===== src/rtl/gf2_31_prng_ctrl.sv =====
// gf2_31_prng_ctrl: seedable 31-bit PRNG over GF(2)[x] / (x^31+x^13+x^8+x^3+1).
// Each step maps S -> ((x^4+1)*S + 1) mod p. Words are offered on a
// valid/ready stream, and a skip request advances the state N steps
// with no output. The status outputs are registered alongside the FSM
// state, so the flags and out_data change only on a clock edge.

// Single affine step: multiply by (x^4+1), reduce mod p, add 1.
module gf2_poly_affine_mod_31 (
    input  logic [30:0] s,
    output logic [30:0] f
);
    logic [34:0] prod_s;
    logic [30:0] red_s;

    // Carry-less multiply, then fold bits 31..34 back with x^31 == x^13+x^8+x^3+1.
    // The folded terms reach at most x^16, so one folding pass is enough.
    always_comb begin
        prod_s = {4'b0000, s} ^ {s, 4'b0000};
        red_s  = prod_s[30:0];
        for (int j = 0; j < 4; j++) begin
            if (prod_s[31 + j]) begin
                red_s = red_s ^ (31'h0000_2109 << j);
            end else begin
                red_s = red_s;
            end
        end
        f = red_s ^ 31'd1;
    end
endmodule

module gf2_31_prng_ctrl (
    input  logic        clk,
    input  logic        rst_n,
    input  logic        seed_valid,
    input  logic [30:0] seed_data,
    output logic        seed_ready,
    input  logic        skip_valid,
    input  logic [15:0] skip_count,
    output logic        out_valid,
    input  logic        out_ready,
    output logic [30:0] out_data,
    output logic        busy,
    output logic [31:0] out_count
);
    typedef enum logic [1:0] {
        ST_UNSEEDED = 2'd0,
        ST_READY    = 2'd1,
        ST_SKIP     = 2'd2
    } state_t;

    state_t      state_r;
    state_t      state_nxt_s;
    logic [30:0] s_r;
    logic [30:0] s_nxt_s;
    logic [30:0] f_s;
    logic [15:0] cnt_r;
    logic [15:0] cnt_nxt_s;
    logic [31:0] out_count_r;
    logic [31:0] count_nxt_s;
    logic        out_valid_r;
    logic        seed_ready_r;
    logic        busy_r;
    logic        seed_acc_s;
    logic        hs_s;

    gf2_poly_affine_mod_31 u_step (
        .s (s_r),
        .f (f_s)
    );

    assign seed_acc_s = seed_valid & seed_ready_r;
    assign hs_s       = out_valid_r & out_ready;

    // Next-state, next state-word, skip counter and output counter.
    always_comb begin
        state_nxt_s = state_r;
        s_nxt_s     = s_r;
        cnt_nxt_s   = cnt_r;
        count_nxt_s = out_count_r;
        case (state_r)
            ST_UNSEEDED: begin
                if (seed_acc_s) begin
                    s_nxt_s     = seed_data;
                    count_nxt_s = 32'd0;
                    state_nxt_s = ST_READY;
                end else begin
                    state_nxt_s = ST_UNSEEDED;
                end
            end
            ST_READY: begin
                if (seed_acc_s) begin
                    // A coincident handshake still consumes the word, but the
                    // seed wins over F(S) and any skip request is dropped.
                    s_nxt_s     = seed_data;
                    count_nxt_s = 32'd0;
                end else begin
                    if (hs_s) begin
                        s_nxt_s     = f_s;
                        count_nxt_s = out_count_r + 32'd1;
                    end else begin
                        s_nxt_s     = s_r;
                    end
                    if (skip_valid && (skip_count != 16'd0)) begin
                        cnt_nxt_s   = skip_count;
                        state_nxt_s = ST_SKIP;
                    end else begin
                        state_nxt_s = ST_READY;
                    end
                end
            end
            ST_SKIP: begin
                s_nxt_s   = f_s;
                cnt_nxt_s = cnt_r - 16'd1;
                if (cnt_r == 16'd1) begin
                    state_nxt_s = ST_READY;
                end else begin
                    state_nxt_s = ST_SKIP;
                end
            end
            default: begin
                state_nxt_s = ST_UNSEEDED;
                s_nxt_s     = 31'd0;
                cnt_nxt_s   = 16'd0;
                count_nxt_s = 32'd0;
            end
        endcase
    end

    // State, datapath and registered status flags decoded from next state.
    always_ff @(posedge clk or negedge rst_n) begin
        if (!rst_n) begin
            state_r      <= ST_UNSEEDED;
            s_r          <= 31'd0;
            cnt_r        <= 16'd0;
            out_count_r  <= 32'd0;
            out_valid_r  <= 1'b0;
            seed_ready_r <= 1'b1;
            busy_r       <= 1'b0;
        end else begin
            state_r      <= state_nxt_s;
            s_r          <= s_nxt_s;
            cnt_r        <= cnt_nxt_s;
            out_count_r  <= count_nxt_s;
            out_valid_r  <= (state_nxt_s == ST_READY);
            seed_ready_r <= (state_nxt_s != ST_SKIP);
            busy_r       <= (state_nxt_s == ST_SKIP);
        end
    end

    assign seed_ready = seed_ready_r;
    assign out_valid  = out_valid_r;
    assign busy       = busy_r;
    assign out_data   = s_r;
    assign out_count  = out_count_r;
endmodule


===== config.mk =====
export PLATFORM = sky130hd
export DESIGN_NAME = gf2_31_prng_ctrl
export DESIGN_NICKNAME = d
export VERILOG_FILES = /design/src/rtl/gf2_31_prng_ctrl.sv
export SDC_FILE = /design/constraint.sdc
export NUM_CORES = 1
export LEC_CHECK = 0
export CAP_MARGIN = 20
export CORE_MARGIN = 10
export CORE_UTILIZATION = 40
export CTS_CLUSTER_SIZE = 40
export DETAILED_ROUTE_END_ITERATION = 12
export PLACE_DENSITY = 0.73
export SYNTH_ARGS = -nofsm -noshare
export SYNTH_HDL_FRONTEND = slang
export SYNTH_SLANG_ARGS = --single-unit

===== constraint.sdc =====
create_clock -name clk -period 5.3 [get_ports clk]
set_input_delay 1.06 -clock clk [delete_from_list [all_inputs] [get_ports clk]]
set_output_delay 1.06 -clock clk [all_outputs]
set_load 0.03 [all_outputs]

==> results.py <==
metrics = {
    "clocking": {
        "htree_levels": 3,
        "clk_latency_ns": 0.34,
        "postCtsSetupBuffers": 0,
        "ctsResizeCount": 0,
        "cts_root_buf": "clkbuf_16",
        "cts.clk_slew.worst_paths_ns": 0.06,
        "cts_tree": "yes",
        "numClockSinks": 84,
        "hold_buffers": 0,
        "clockBufferDepth": 2,
        "cts_buffers": 9,
    },
    "sta": {
        "postLayoutSetupSlackWorst_ns": 2.108,
        "timing.fmax_ghz": 0.3133,
        "hold_viol": 0,
        "clock-skew-final_ns": 0.006999,
        "drv_slew": 0,
        "setup_viol": 0,
        "slew_headroom_pct": 31.38,
        "rsz0062_at_grt": "no",
        "period_needed_ns": 3.192,
        "hold_ws_ns": 0.5073,
        "tightest_slew_ns": 1.029,
        "fin_tns_setup_ns": 0,
        "min_period_over_period_pct": 60.22,
    },
    "critical_path": {
        "crit_path_end_kind": "register",
        "crit_start": "out_ready",
        "worst-path-max-fanout": 18,
        "crit_type": "input port to register",
        "cp-start-kind": "input port",
        "cp.arrival_ns": 3.46,
        "critPathRequiredTime_ns": 5.57,
        "r2r-start": "state_r[1]",
    },
    "global_routing": {
        "overflow": 0,
        "grt_max_degree": 46,
        "gr-usage-all-layers_pct": 17.99,
        "grt_pass1_wl_um": 24220,
        "antenna_found_initial": 0,
        "grt_pass1_vias": 4712,
    },
    "logic_synthesis": {
        "mappedNetlistArea_um2": 4767,
        "ys_top_cells_by_area": "dfrtp_1 (44%), o21ai_0 (9.8%), xnor2_1 (5.3%)",
        "synthCells": 548,
        "ys_ff_latch": 84,
        "yosysWarnings": 0,
        "synth_commonest_cells": "o21ai_0 (93), dfrtp_1 (83), nand2_1 (61)",
        "ys_seq_area_share_pct": 44.12,
        "yosysMostFrequentCell": "o21ai_0",
        "synth-edff-count": 0,
        "synthArstFlopShare_pct": 100.0,
        "synth_ff_type": "dfrtp_1",
        "synth_top_area_share_pct": 43.57,
        "ys_types": 51,
        "syn_avg_cell_area_um2": 8.699,
        "synth_top_area_cell": "dfrtp_1",
        "syn-num-nets": 607,
    },
    "job": {
        "maxCapViolations": 0,
    },
    "cells_and_area": {
        "fin_nets": 713,
        "n_fill_cell": 1051,
        "area_delta_synth_final_pct": 33.65,
        "insertedDiodeCount": 0,
        "drive_above_1_share_pct": 4.407,
    },
    "routing": {
        "vias": 4717,
        "ant_nets": 0,
        "first_pass_iters": 5,
        "drtIter0Drc": 488,
        "wl_per_cell_um": 18.69,
        "drcViolationCount": 0,
        "drt-vias-per-instance": 5.889,
        "drt-total-wl_um": 14970,
    },
    "placement": {
        "place_ws_ns": 1.765,
        "io_buffers": 117,
        "hpwlAfterDp_um": 10940,
        "gp_congestion": 0.9173,
    },
    "floorplanning": {
        "die_area_um2": 16680,
        "rows": 39,
        "start_util_pct": 41.22,
        "die_h_um": 129.2,
        "die_x_um": 129.2,
        "pin_count": 118,
        "core-area_um2": 11560,
    },
    "pwr": {
        "p_leak_nw": 2.461,
        "ir_worst_vdd_uv": 362.9,
        "power.density_nw_per_um2": 611.9,
    },
    "worst_hold_path": {
        "hold_start": "out_count[8]",
        "hp-class": "register to register",
    },
    "status": {
        "outcome": "finished clean",
    },
}
[final timing paths]
| check | to | cells past startpoint | slack [ns] |
|---|---|---|---|
| max in group asynchronous | out_data[2] | 2 | 3.62 |
| setup reg to reg | out_count[22] | 8 | 2.39 |
| min in group asynchronous | out_data[18] | 1 | 0.69 |
| hold / removal | out_count[8] | 1 | 0.51 |
| hold reg to reg | out_count[8] | 1 | 0.51 |
| setup / recovery | out_count[22] | 7 | 2.11 |
[state kept, by name, summed over array words and instances (netlist names)]
| register | count |
|---|---|
| seed_ready | 1 |
| busy | 1 |
| cnt_r | 16 |
| out_valid | 1 |
| out_count | 32 |
| state_r | 2 |
| out_data | 31 |
[critical path, cell delays in order]
cell,delay (ns)
clkdlybuf4s50_1,0.45
a21boi_0,0.14
o21ai_2,0.49
buf_4,0.33
nand4_1,0.36
or3_1,0.48
a21oi_1,0.14
[area by class of cell]
class                           instances  area (um^2)  share of cell area, %
Tap cell                              143        178.9                  2.808
Sequential cell                        84         2103                  33.01
Multi-Input combinational cell        417         2490                  39.08
Timing Repair Buffer                  124         1239                  19.44
Inverter                               18        67.56                  1.060
Clock inverter                          4        50.05                 0.7855
Clock buffer                           11        242.7                  3.810
[metal layers]
layer | part of all wire (%) | global-route usage (%)
met1 | 42 | 22.71
met2 | 46 | 28.23
met3 | 9.9 | 5.587
met4 | 1.8 | 6.957
met5 | 0 | 0
[stage by stage]
| stage | instance area [um^2] | power, mW | cells | util [%] |
|---|---|---|---|---|
| final | 6371 | 3.899 | 801 | 55.09 |
| after global routing | 6371 | 4.182 | 801 | 55.09 |
| after CTS | 6336 | 3.845 | 799 | 54.79 |
| after detailed placement | 6043 | 3.199 | 784 | 52.26 |
| after global placement | 6038 | 3.155 | 783 | 52.21 |
| after floorplan | 4767 | 2.504 | 548 | - |
[cells by family after synthesis]
logic type                 count (synthesis)  synth area share (%)
and+or+nand+nor                          194                 20.95
buffers and inverters                     47                 3.727
DFF                                       84                 44.12
xor gates and xnor gates                  39                 7.165
adders and majority gates                  7                 1.837
AOI/OAI and AO/OA                        177                 22.21
[power by group]
| part | switching, mW | internal (mW) | total [mW] |
|---|---|---|---|
| registers | 0.265 | 0.839 | 1.10 |
| logic | 1.34 | 0.832 | 2.17 |
| clock network | 0.253 | 0.375 | 0.628 |
[cells in the final DEF, fill, tap and decap left out, drive strengths merged, types with 4 or more instances in the layout]
| master | Yosys | routed |
|---|---|---|
| clkdlybuf4s50 | 0 | 116 |
| o21ai | 94 | 94 |
| dfrtp | 83 | 83 |
| nand2 | 61 | 61 |
| nor2 | 34 | 34 |
| xnor2 | 29 | 29 |
| a21oi | 27 | 27 |
| inv | 17 | 17 |
| nand4 | 16 | 16 |
| nor3 | 15 | 15 |
| a22oi | 14 | 14 |
| nand3 | 14 | 14 |
| nor4 | 12 | 12 |
| a32oi | 11 | 11 |
| clkbuf | 28 | 11 |
| xor2 | 10 | 10 |
| or3 | 9 | 9 |
| buf | 1 | 8 |
| nor3b | 7 | 7 |
| ha | 7 | 7 |
| nor4b | 5 | 5 |
| o21a | 5 | 5 |
| and3 | 5 | 5 |
| a221o | 5 | 5 |
| a21boi | 4 | 4 |
| and2 | 4 | 4 |
Power figures use the tool's default switching activity.
